File: src/rtl/subtractor_pipe_pkg.sv
// Shared arithmetic constants and stage payload types for the 6-bit subtractor pipeline.
package subtractor_pipe_pkg;

  localparam int unsigned WIDTH  = 6;
  localparam int unsigned STAGES = 2;

  typedef logic [WIDTH-1:0] word_t;

  typedef struct packed {
    word_t gb;
    word_t pb;
    word_t h;
  } s1_t;

  typedef struct packed {
    word_t d;
    logic  bo;
  } s2_t;

  // Per-bit borrow generate/propagate and half-difference for x - y.
  function automatic s1_t s1_encode(word_t x, word_t y);
    s1_t s;
    s.gb = ~x & y;
    s.pb = ~(x ^ y);
    s.h  = x ^ y;
    return s;
  endfunction

endpackage

File: src/rtl/subtractor_pipe_if.sv
// Operand/result handshake bundle for subtractor_pipe; bit-level names match the block pinout.
interface subtractor_pipe_if;

  logic x0, x1, x2, x3, x4, x5;
  logic y0, y1, y2, y3, y4, y5;
  logic in_valid;
  logic in_ready;
  logic d0, d1, d2, d3, d4, d5;
  logic bo;
  logic out_valid;
  logic out_ready;

  modport master (
    output x0, x1, x2, x3, x4, x5,
    output y0, y1, y2, y3, y4, y5,
    output in_valid, out_ready,
    input  in_ready, d0, d1, d2, d3, d4, d5, bo, out_valid
  );

  modport slave (
    input  x0, x1, x2, x3, x4, x5,
    input  y0, y1, y2, y3, y4, y5,
    input  in_valid, out_ready,
    output in_ready, d0, d1, d2, d3, d4, d5, bo, out_valid
  );

endinterface

File: src/rtl/borrow_prefix6.sv
// Kogge-Stone prefix borrow network: B[i] is the borrow into bit i, B[6] the borrow out.
module borrow_prefix6
  import subtractor_pipe_pkg::*;
(
  input  logic [WIDTH-1:0] gb,
  input  logic [WIDTH-1:0] pb,
  output logic [WIDTH:0]   B
);

  // Borrow into bit 0 is always zero.
  localparam logic B0 = 1'b0;

  logic [WIDTH-1:0] g1, g2, g3;
  logic [WIDTH-1:2] p1;
  logic [WIDTH-1:4] p2;

  always_comb begin
    g1[0] = gb[0] | (pb[0] & B0);
    for (int i = 1; i < 6; i++) g1[i] = gb[i] | (pb[i] & gb[i-1]);
    for (int i = 2; i < 6; i++) p1[i] = pb[i] & pb[i-1];

    g2[1:0] = g1[1:0];
    for (int i = 2; i < 6; i++) g2[i] = g1[i] | (p1[i] & g1[i-2]);
    for (int i = 4; i < 6; i++) p2[i] = p1[i] & p1[i-2];

    g3[3:0] = g2[3:0];
    for (int i = 4; i < 6; i++) g3[i] = g2[i] | (p2[i] & g2[i-4]);

    B = {g3, B0};
  end

endmodule

File: src/rtl/subtractor_pipe.sv
// Two-stage valid/ready subtractor: S1 holds generate/propagate/half-difference, S2 the result.
module subtractor_pipe
  import subtractor_pipe_pkg::*;
(
  input  logic             clk,
  input  logic             rst,
  subtractor_pipe_if.slave bus
);

  word_t             x, y;
  logic [STAGES-1:0] vld_q, vld_d;
  s1_t               s1_q, s1_d;
  s2_t               s2_q, s2_d;
  logic              s1_ready, s2_ready;
  logic [WIDTH:0]    borrow;

  assign x = {bus.x5, bus.x4, bus.x3, bus.x2, bus.x1, bus.x0};
  assign y = {bus.y5, bus.y4, bus.y3, bus.y2, bus.y1, bus.y0};

  borrow_prefix6 u_prefix (
    .gb (s1_q.gb),
    .pb (s1_q.pb),
    .B  (borrow)
  );

  // A stage loads when empty or when the stage after it moves on this cycle.
  always_comb begin
    s2_ready = ~vld_q[1] | bus.out_ready;
    s1_ready = ~vld_q[0] | s2_ready;
    vld_d    = vld_q;
    s1_d     = s1_q;
    s2_d     = s2_q;
    if (s1_ready) begin
      vld_d[0] = bus.in_valid;
      if (bus.in_valid) s1_d = s1_encode(x, y);
    end
    if (s2_ready) begin
      vld_d[1] = vld_q[0];
      if (vld_q[0]) begin
        s2_d.d  = s1_q.h ^ borrow[WIDTH-1:0];
        s2_d.bo = borrow[WIDTH];
      end
    end
  end

  always_ff @(posedge clk or posedge rst) begin
    if (rst) begin
      vld_q <= '0;
      s1_q  <= '0;
      s2_q  <= '0;
    end else begin
      vld_q <= vld_d;
      s1_q  <= s1_d;
      s2_q  <= s2_d;
    end
  end

  assign bus.in_ready  = s1_ready;
  assign bus.out_valid = vld_q[1];
  assign bus.bo        = s2_q.bo;
  assign {bus.d5, bus.d4, bus.d3, bus.d2, bus.d1, bus.d0} = s2_q.d;

endmodule

File: src/flat_wrapper.sv
// flat-port wrapper written by rule: the top's interface ports become plain ports
module subtractor_pipe_flat import subtractor_pipe_pkg::*;
  (clk, rst, bus_x0, bus_x1, bus_x2, bus_x3, bus_x4, bus_x5, bus_y0, bus_y1, bus_y2, bus_y3, bus_y4, bus_y5, bus_in_valid, bus_out_ready, bus_in_ready, bus_d0, bus_d1, bus_d2, bus_d3, bus_d4, bus_d5, bus_bo, bus_out_valid);
  subtractor_pipe_if bus_i ();
  input  logic clk;
  input  logic rst;
  input wire logic [$bits(bus_i.x0)-1:0] bus_x0;
  input wire logic [$bits(bus_i.x1)-1:0] bus_x1;
  input wire logic [$bits(bus_i.x2)-1:0] bus_x2;
  input wire logic [$bits(bus_i.x3)-1:0] bus_x3;
  input wire logic [$bits(bus_i.x4)-1:0] bus_x4;
  input wire logic [$bits(bus_i.x5)-1:0] bus_x5;
  input wire logic [$bits(bus_i.y0)-1:0] bus_y0;
  input wire logic [$bits(bus_i.y1)-1:0] bus_y1;
  input wire logic [$bits(bus_i.y2)-1:0] bus_y2;
  input wire logic [$bits(bus_i.y3)-1:0] bus_y3;
  input wire logic [$bits(bus_i.y4)-1:0] bus_y4;
  input wire logic [$bits(bus_i.y5)-1:0] bus_y5;
  input wire logic [$bits(bus_i.in_valid)-1:0] bus_in_valid;
  input wire logic [$bits(bus_i.out_ready)-1:0] bus_out_ready;
  output wire logic [$bits(bus_i.in_ready)-1:0] bus_in_ready;
  output wire logic [$bits(bus_i.d0)-1:0] bus_d0;
  output wire logic [$bits(bus_i.d1)-1:0] bus_d1;
  output wire logic [$bits(bus_i.d2)-1:0] bus_d2;
  output wire logic [$bits(bus_i.d3)-1:0] bus_d3;
  output wire logic [$bits(bus_i.d4)-1:0] bus_d4;
  output wire logic [$bits(bus_i.d5)-1:0] bus_d5;
  output wire logic [$bits(bus_i.bo)-1:0] bus_bo;
  output wire logic [$bits(bus_i.out_valid)-1:0] bus_out_valid;
  assign bus_i.x0 = bus_x0;
  assign bus_i.x1 = bus_x1;
  assign bus_i.x2 = bus_x2;
  assign bus_i.x3 = bus_x3;
  assign bus_i.x4 = bus_x4;
  assign bus_i.x5 = bus_x5;
  assign bus_i.y0 = bus_y0;
  assign bus_i.y1 = bus_y1;
  assign bus_i.y2 = bus_y2;
  assign bus_i.y3 = bus_y3;
  assign bus_i.y4 = bus_y4;
  assign bus_i.y5 = bus_y5;
  assign bus_i.in_valid = bus_in_valid;
  assign bus_i.out_ready = bus_out_ready;
  assign bus_in_ready = bus_i.in_ready;
  assign bus_d0 = bus_i.d0;
  assign bus_d1 = bus_i.d1;
  assign bus_d2 = bus_i.d2;
  assign bus_d3 = bus_i.d3;
  assign bus_d4 = bus_i.d4;
  assign bus_d5 = bus_i.d5;
  assign bus_bo = bus_i.bo;
  assign bus_out_valid = bus_i.out_valid;
  subtractor_pipe u_core (.clk(clk), .rst(rst), .bus(bus_i));
endmodule
File: config.mk
export PLATFORM = sky130hd
export DESIGN_NAME = subtractor_pipe_flat
export DESIGN_NICKNAME = d
export VERILOG_FILES = /design/src/rtl/subtractor_pipe_pkg.sv /design/src/rtl/subtractor_pipe_if.sv /design/src/rtl/borrow_prefix6.sv /design/src/rtl/subtractor_pipe.sv /design/src/flat_wrapper.sv
export SDC_FILE = /design/constraint.sdc
export NUM_CORES = 1
export LEC_CHECK = 0
export ABC_AREA = 0
export BUFFER_PORTS_ARGS = -buffer_cell sky130_fd_sc_hd__buf_2
export CAP_MARGIN = 15
export CORE_ASPECT_RATIO = 0.8
export CORE_MARGIN = 1
export CORE_UTILIZATION = 47
export DETAILED_ROUTE_END_ITERATION = 8
export HOLD_SLACK_MARGIN = 0.1
export PLACE_DENSITY = 0.73
export SLEW_MARGIN = 20
export SYNTH_ARGS = -nofsm -noshare
export SYNTH_HDL_FRONTEND = slang
export SYNTH_SLANG_ARGS = --single-unit
File: constraint.sdc
create_clock -name clk -period 1.4 [get_ports clk]
set_clock_uncertainty 0.15 [all_clocks]
set_input_delay 0.21 -clock clk [delete_from_list [all_inputs] [get_ports clk]]
set_output_delay 0.21 -clock clk [all_outputs]
set_load 0.05 [all_outputs]
# After elaboration in Yosys (flattened, before gate mapping)

Cells that the tools add are included.

Bits in registers: 27
Word-level logic and storage cells: 46

Bitwise gates (word level): 37
Reduce and logical (&&, ||, !) cells: 2

Operators with widths:

| operator            | count |
|---|---|
| 1-bit bitwise AND   | 17 |
| 1-bit OR            | 13 |
| 6-bit NOT           | 2 |
| 6-bit bitwise XOR   | 2 |
| 6-bit bitwise AND   | 1 |
| 2-bit AND reduction | 2 |
| 1-bit NOT           | 2 |

# Logic depth before layout (Yosys ltp)

Gate-level depths: netlist of run 1.

Word-level depth: 6
Depth in mapped cells: 5
Mapped depth without buffers: 4

# Hierarchy

From an unflattened synthesis of run 1, not the netlist that was laid out.

Cell total of the unflattened synthesis: 110
Area total of the unflattened synthesis: 1322.5 µm²

By module, submodules not included:

| module          | instances | cells each | area an instance (µm²) | seq. area each (µm²) |
|---|---|---|---|---|
| subtractor_pipe | 1         | 95         | 1216.2                 | 675.6 |
| borrow_prefix6  | 1         | 15         | 106.4                  | 0.0 |

# Worst setup path before layout of run 1

OpenSTA, ideal clock, no wires.

Kind: register -> register
From: register u_core.vld_q[1]
To: register u_core.s1_q[11] (netlist name)
Library setup time: 125 ps
Arrival time: 1782 ps
Path slack: -657 ps
Cell stages (with the launch flop): 5
Path buffers: 1
Cells stage by stage: dfrtp_1 nand3b_2 nand2_1 buf_4 mux2_2

Word-level cells in the longest chain between the ends: 4

Ends and longest elaborated chain:

| what                                 | RTL line              | source |
|---|---|---|
| from (decl)                          | subtractor_pipe.sv:11 | `logic [STAGES-1:0] vld_q, vld_d;` |
| from (signal assigned)               | subtractor_pipe.sv:52 | `vld_q <= vld_d;` |
| 1-bit NOT                            | subtractor_pipe.sv:28 | `s2_ready = ~vld_q[1] \| bus.out_ready;` |
| 1-bit OR                             | subtractor_pipe.sv:28 |  |
| 1-bit OR                             | subtractor_pipe.sv:29 | `s1_ready = ~vld_q[0] \| s2_ready;` |
| via bus_in_ready                     | flat_wrapper.sv:21    | `output wire logic [$bits(bus_i.in_ready)-1:0] bus_in_ready;` |
| 2-bit AND reduction (no source line) | n/a                   |  |
| to (signal assigned)                 | subtractor_pipe.sv:49 | `s1_q <= '0;` |
| to (signal assigned)                 | subtractor_pipe.sv:53 | `s1_q <= s1_d;` |
| to (decl)                            | subtractor_pipe.sv:12 | `s1_t s1_q, s1_d;` |

The timed path passes the listed nets, and every way through them passes these cells.
A chain may end at the register's enable or synchronous reset.

# Final worst setup path of run 1

From: register u_core.vld_q[1]
To: output bus_in_ready

Word-level cells in the longest chain between the ends: 3

Ends and longest elaborated chain:

| what      | RTL line |
|---|---|
| 1-bit NOT | subtractor_pipe.sv:28 |
| 1-bit OR  | subtractor_pipe.sv:28 |
| 1-bit OR  | subtractor_pipe.sv:29 |
| to (decl) | flat_wrapper.sv:21 |

Every way passes these cells.

==> out/metrics.csv, run 1 <==
stage,metric,value,unit
placement,Port Buf Inserts,24,
worst_setup_path,"Max FO, Critical Path",3,
power,Net Switching,0.7792,mW
timing,final clock period utilization by the worst path,105.5,%
global_routing,initial antenna violation count,0,
cells_and_area,# diodes,0,
hold_path,worst hold path endpoint,u_core.vld_q[1],
clock_network,CTS sink count,26,
power,peak supply drop,749.5,uV
power,Clock Power Share,22.1,%
cells_and_area,post-route cell area,1640,um^2
cells_and_area,most frequent cells in the layout,"dfrtp_1, buf_2, nand2_1",
synthesis,post-synth top area cell,dfrtp_1,
floorplan,Die X,57.75,um
drt,Final ANT Viol Nets,0,
cells_and_area,Final Util,72.83,%
drt,post-DR wirelength/cell,12.76,um
clock_network,clk root buf,clkbuf_4,
placement,Post-Place Worst Slack,-0.01592,ns
drt,final WL,2.207,mm
cells_and_area,"Area growth, synth to finish",40.36,%
status,status,"finished, violations left",
synthesis,distinct cell type count after synthesis,24,
worst_setup_path,FF-to-FF Start,u_core.vld_q[1],
global_routing,vias in the first global route,839,
status,failing checks,"DRC, setup timing",
worst_setup_path,Worst setup SP type,register,
power,Flop pwr share,43.1,%
drt,drc violations,1,
floorplan,Core Footprint,2252,um^2
drt,via/cell ratio,5.075,
global_routing,total track usage,18.58,%
worst_setup_path,worst r2r dst,u_core.s1_q[10],
floorplan,Initial Util,51.89,%
power,Sw Share,33.86,%
clock_network,Num CTS Buffers,3,
cells_and_area,final net count,171,
power,Overall Power,2.301,mW
drt,drt pass-1 iters,5,
synthesis,"Avg Cell Area, Syn",11.69,um^2
clock_network,"Clk Latency, worst-skew pair",0.32,ns
worst_setup_path,Critical Path RT,1.04,ns
synthesis,"top cells by area, synth","dfrtp_1, mux2_2, ha_1, nand2_1, o21ai_0",
worst_setup_path,crit path DAT,1.12,ns
synthesis,syn_nets,122,
clock_network,H-tree depth,1,
worst_setup_path,Worst path max stage delay,0.46,ns
timing,crit path time final,1.476,ns
clock_network,Longest Clk Path Bufs,2,
drt,Vias,878,
global_routing,GRT overflow,0,
worst_setup_path,FF-to-FF path depth,3,
synthesis,Syn Std Cell Area,1169,um^2
timing,FMAX,677.3,MHz
placement,area post-placement,1425,um^2
global_routing,first-pass GRT wire length,3.574,mm
placement,GPL Wtd Cong,0.7249,
timing,Setup TNS,-0.07639,ns
floorplan,die extent in y,46.60,um
global_routing,largest net degree at the start of global routing,27,
worst_setup_path,CP Class,register to primary output,
worst_setup_path,Top delay family on crit path,flip-flops,
hold_path,Hold Crit Depth,3,
hold_path,worst min path class,primary input to register,
worst_setup_path,count of buffer and inverter cells on the critical path,2,
worst_setup_path,Worst R2R Setup Slack,0.03,ns
timing,Setup WS post-layout,-0.07639,ns
timing,RSZ-0062 raised after global routing,true,
floorplan,Ports,25,
power,Int Power,1.522,mW
clock_network,Worst-path clk slew,0.13,ns
synthesis,#FFs+latches synth,26,
synthesis,Syn Inst Count,100,
flow_run,max cap viols,0,
cells_and_area,layout cells sized above 1,40.54,%
hold_path,HP Start,bus_out_ready,
timing,Worst Tran Pin Value,0.3193,ns
cells_and_area,"most common cell after layout, fill and taps aside",dfrtp_1,
clock_network,CTS tree,built,
synthesis,Synth Warn #,0,
worst_setup_path,cell breakdown of the critical path,nand3b_4 -> buf_6 -> buf_8,
cells_and_area,fill count,172,
floorplan,Core Rows,15,
power,pwr dens,1403,nW/um^2
power,combinational share of power,34.8,%
cells_and_area,non-filler instance count after layout,173,
timing,"Slew Viols, Final",0,
drt,initial DRC count,12,
synthesis,area share of the largest cell type after synthesis,55.67,%
placement,post-placement cell count,155,
synthesis,"Seq/Total Area, Yosys",55.67,%
timing,WHS,0.08716,ns
floorplan,die area,2691,um^2
timing,endpoints failing hold,0,
timing,Rel. slew slack,78.72,%
worst_setup_path,"Slowest-stage cell, CP",dfrtp_2,
placement,hpwl dp,1.537,mm
power,Pleak,0.8456,nW
worst_setup_path,Setup crit end kind,primary output,
timing,number of setup violations in the final report,1,
-- flip-flops by register name, summed over array words and instances, names as in the netlist --
register       count
u_core.bus.bo      1
u_core.s1_q       17
u_core.vld_q       2
u_core.bus.d1      1
u_core.bus.d3      1
u_core.bus.d0      1
u_core.bus.d4      1
u_core.bus.d5      1
u_core.bus.d2      1
-- worst max-delay path by stage --
stage                                 end             from  slack (ns)  depth (start not counted)
final                        bus_in_ready  u_core.vld_q[1]       -0.08                          3
after global routing         bus_in_ready  u_core.vld_q[0]       -0.13                          3
after CTS                    bus_in_ready  u_core.vld_q[0]       -0.08                          3
after detailed placement    u_core.bus.d4   u_core.s1_q[7]       -0.02                          4
after global placement      u_core.bus.d4   u_core.s1_q[7]        0.01                          4
after floorplan           u_core.s1_q[11]  u_core.vld_q[1]       -0.23                          4
-- synthesized netlist by cell type --
library cell,instances
mux2_2,12
ha_1,6
xnor2_1,3
a31oi_1,1
and2_1,1
a21oi_1,5
nand2_1,13
and4_4,1
o21ai_1,1
a311o_1,1
dfrtp_1,26
nand3_1,1
nand2b_1,3
nor3_1,1
a21o_1,1
xor2_1,1
nor2_1,1
nand3b_2,1
inv_1,7
buf_4,1
o21ai_0,9
o31ai_2,1
o21a_1,1
buf_2,2
-- cell type report --
type | instances | area [um^2] | share of cell area (%)
Sequential cell | 26 | 651.9 | 39.74
Multi-Input combinational cell | 64 | 539.3 | 32.88
Timing Repair Buffer | 47 | 339.1 | 20.67
Tap cell | 25 | 31.28 | 1.907
Clock inverter | 1 | 30.03 | 1.831
Inverter | 7 | 26.28 | 1.602
Clock buffer | 3 | 22.52 | 1.373
-- worst register-to-register path, stage by stage (launching register included) --
cell and delay [ns]:
dfrtp_2 0.42, nand3b_4 0.10, nand2_4 0.23, mux2_2 0.37
-- cell families after synthesis --
| kind of cell | after synthesis | share of synthesized area [%] |
|---|---|---|
| flops | 26 | 55.67 |
| buf+inv | 10 | 3.748 |
| simple gates | 22 | 9.421 |
| xor+xnor | 4 | 2.998 |
| fa+ha+maj | 6 | 6.424 |
| compound gates | 20 | 10.17 |
| mux | 12 | 11.56 |
-- power groups by stage --
stage	logic [mW]	clock network [mW]	registers, mW
floorplan	0.306	0	1.23
global route	0.861	0.559	1.01
global placement	0.714	0	0.995
detailed placement	0.728	0	1.00
finish	0.800	0.509	0.993
CTS	0.770	0.524	0.986
-- per-layer routing --
metal	GRT usage (%)	vias to the layer above	part of all wire, %
met5	0	-	0
met4	4.286	0	0.91
met3	5.899	4	3.9
met2	36.05	18	51
met1	20.21	415	44
li1	-	441	-
-- timing repair --
| item | in CTS | in global routing |
|---|---|---|
| setup endpoints to repair | 3 | 7 |
| gates resized for setup | 4 | 6 |
| endpoints found under the hold margin | 38 | 2 |
| hold buffers | 8 | 1 |
| pin swaps | 1 | 6 |
| buffers inserted | 3 | 2 |
No activity file was read; power rests on OpenSTA's default activity.
==> run 2, diff against run 1 <==
Settings changed: ABC_AREA 0 to 1, CORE_UTILIZATION 47 to 48, PLACE_DENSITY 0.73 to 0.74.
==> run 2 against run 1 <==
Non-clock buffer count shrank 11. First-iteration DRC count grew to 3.2 times the previous value. Critical endpoint unchanged. The run ends with setup timing left. Register-to-register slack gained 0.06 ns.
==> out/metrics.csv, run 2 <==
stage,metric,value,unit
power,Int Power,1.476,mW
synthesis,"Avg Cell Area, Syn",9.487,um^2
worst_setup_path,cell breakdown of the critical path,nand3_4 -> buf_8,
clock_network,clk root buf,clkbuf_4,
power,Clock Power Share,21.3,%
worst_setup_path,Worst Setup SP,u_core.vld_q[0],
floorplan,Die X,59.54,um
power,Overall Power,2.405,mW
timing,endpoints failing hold,0,
worst_setup_path,"Max FO, Critical Path",3,
floorplan,Core Rows,16,
power,combinational share of power,36.3,%
power,pwr dens,1503,nW/um^2
power,Pleak,0.8427,nW
timing,Worst Tran Pin Value,0.3244,ns
timing,final clock period utilization by the worst path,101.1,%
cells_and_area,"Area growth, synth to finish",25.89,%
drt,Vias,967,
synthesis,"top cells by area, synth","dfrtp_1, nand2_1, ha_1, inv_1, o21bai_4",
clock_network,CTS tree,built,
placement,Port Buf Inserts,24,
synthesis,"Seq/Total Area, Yosys",51.18,%
cells_and_area,# diodes,0,
placement,GPL Wtd Cong,0.7156,
timing,crit path time final,1.416,ns
synthesis,Async SR Flop Fraction,100.0,%
synthesis,Post-Synth XOR/XNOR Area,1.378,%
clock_network,Num CTS Buffers,3,
worst_setup_path,FF-to-FF Start,u_core.vld_q[0],
worst_setup_path,FF-to-FF path depth,3,
synthesis,largest family of logic cells by synthesized area,simple AND/OR/NAND/NOR gates,
drt,drc violations,0,
synthesis,post-synthesis compound-gate area fraction,9.252,%
drt,via/cell ratio,4.649,
timing,FMAX,706.3,MHz
clock_network,Worst-path clk slew,0.14,ns
synthesis,Synth Area in Simple Gates,23.82,%
global_routing,GR peak layer,met2,
timing,RSZ-0062 raised after global routing,true,
synthesis,commonest cells in the netlist,"nand2_1, dfrtp_1, inv_1, nor2_1, o21ai_0",
placement,hpwl dp,1.528,mm
drt,post-DR wirelength/cell,10.62,um
power,Net Switching,0.9287,mW
status,status,"finished, violations left",
cells_and_area,Regs by FF count,"u_core.s1_q x17, u_core.vld_q x2",
global_routing,first-pass GRT wire length,3.574,mm
placement,Post-Place Worst Slack,0.1084,ns
drt,drt pass-1 iters,4,
cells_and_area,Final Util,64.47,%
clock_network,H-tree depth,1,
synthesis,area share of the largest cell type after synthesis,51.18,%
worst_setup_path,CP Class,register to primary output,
floorplan,Initial Util,51.21,%
synthesis,distinct cell type count after synthesis,21,
global_routing,initial antenna violation count,0,
global_routing,met1 Resource Use GR,20.82,%
synthesis,"count leader, synth",nand2_1,
synthesis,syn_nets,156,
worst_setup_path,"Slowest-stage cell, CP",dfrtp_1,
synthesis,Syn Std Cell Area,1271,um^2
hold_path,worst min path class,primary input to register,
clock_network,Longest Clk Path Bufs,2,
worst_setup_path,crit path DAT,1.06,ns
floorplan,Ports,25,
global_routing,largest net degree at the start of global routing,27,
global_routing,GR Util met3,5.676,%
flow_run,max cap viols,0,
synthesis,number of enable flip-flop cells after synthesis,0,
timing,Rel. slew slack,78.38,%
timing,"Slew Viols, Final",0,
floorplan,die area,2859,um^2
cells_and_area,most frequent cells in the layout,"nand2_1, dfrtp_1, buf_2",
drt,initial DRC count,38,
timing,number of setup violations in the final report,1,
power,Sw Share,38.62,%
floorplan,die extent in y,48.03,um
hold_path,Hold Crit Depth,4,
floorplan,Core Footprint,2482,um^2
synthesis,#FFs+latches synth,26,
worst_setup_path,Worst R2R Setup Slack,0.09,ns
worst_setup_path,Worst path max stage delay,0.43,ns
global_routing,met2 Use GR,31.69,%
status,failing checks,setup timing,
worst_setup_path,CP Capture Point,bus_in_ready,
power,Flop pwr share,42.4,%
clock_network,CTS sink count,26,
worst_setup_path,Critical Path RT,1.04,ns
synthesis,mux contribution to synthesized area,0.8858,%
clock_network,"Clk Latency, worst-skew pair",0.32,ns
global_routing,vias in the first global route,868,
clock_network,Hold Buf Count CTS,9,
synthesis,Synth Warn #,0,
timing,Setup WS post-layout,-0.01588,ns
synthesis,Syn Inst Count,134,
synthesis,Post-Synth Adder-Cell Area,5.906,%
worst_setup_path,Worst setup SP type,register,
drt,Final ANT Viol Nets,0,
worst_setup_path,Setup crit end kind,primary output,
synthesis,"Top FF cell, synth",dfrtp_1,
synthesis,post-synth top area cell,dfrtp_1,
timing,WHS,0.04481,ns
cells_and_area,"most common cell after layout, fill and taps aside",nand2_1,
global_routing,GRT overflow,0,
cells_and_area,final net count,195,
global_routing,total track usage,17.34,%
cells_and_area,layout cells sized above 1,27.33,%
power,peak supply drop,838.2,uV
worst_setup_path,worst r2r dst,u_core.s1_q[10],
cells_and_area,number of flip-flops in the largest register,17,
cells_and_area,Top reg by flops,u_core.s1_q,
drt,final WL,2.209,mm
==> run 2: critical path: cells and delay by family, from the launching register on <==
family	cells	cell delay [ns]
and+or+nand+nor	1	0.14
DFF	1	0.43
buffers and inverters	1	0.16
==> run 2: metrics by stage <==
stage,cell area (um^2),TNS (ns),cells
6_report,1600,-0.01588,208
5_1_grt,1600,-0.06127,208
4_1_cts,1598,-0.01966,208
3_5_place_dp,1430,0,193
3_3_place_gp,1430,0,193
2_1_floorplan,1285,-1.004,134
==> run 2: worst min path at each step <==
stage	startpoint	end	slack [ns]
floorplan	rst	u_core.bus.bo	0.1
global placement	rst	u_core.bus.bo	0.13
detailed placement	rst	u_core.bus.d5	0.13
CTS	bus_out_ready	u_core.vld_q[1]	0.04
global route	bus_out_ready	u_core.vld_q[1]	0.05
finish	bus_out_ready	u_core.vld_q[1]	0.04
==> run 2: final cells by class <==
cell class,instances,area (um^2)
Clock buffer,3,22.52
Clock inverter,1,30.03
Fill cell,217,882.1
Inverter,17,68.82
Multi-Input combinational cell,89,536.8
Sequential cell,26,651.9
Tap cell,36,45.04
Timing Repair Buffer,36,245.2
==> run 2: repair_timing <==
action,CTS,global route
setup buffers,2,0
resized for setup,3,1
hold endpoints to repair,37,1
endpoints found under the setup margin,1,2
pin swaps,1,0
cloned,0,0
==> run 2: kinds of logic (layout without fill, tap and decap cells) <==
| logic type | Yosys count | in the layout |
|---|---|---|
| simple gates | 65 | 65 |
| flops | 26 | 26 |
| buf+inv | 19 | 57 |
| compound gates | 15 | 15 |
| fa+ha+maj | 6 | 6 |
| xor+xnor | 2 | 2 |
| mux | 1 | 1 |
==> run 2: power by group through the flow <==
| stage | combinational [mW] | sequential [mW] | clock (mW) |
|---|---|---|---|
| after floorplan | 0.365 | 1.33 | 0 |
| after global placement | 0.828 | 1.03 | 0 |
| after detailed placement | 0.838 | 1.04 | 0 |
| after CTS | 0.878 | 1.02 | 0.522 |
| after global routing | 0.955 | 1.04 | 0.555 |
| final | 0.874 | 1.02 | 0.511 |
==> run 2: metal layers <==
| layer | share of wire, % | vias up |
|---|---|---|
| met5 | 0 | - |
| met4 | 0 | 0 |
| met3 | 4.0 | 0 |
| met2 | 48 | 20 |
| met1 | 48 | 452 |
| li1 | - | 495 |
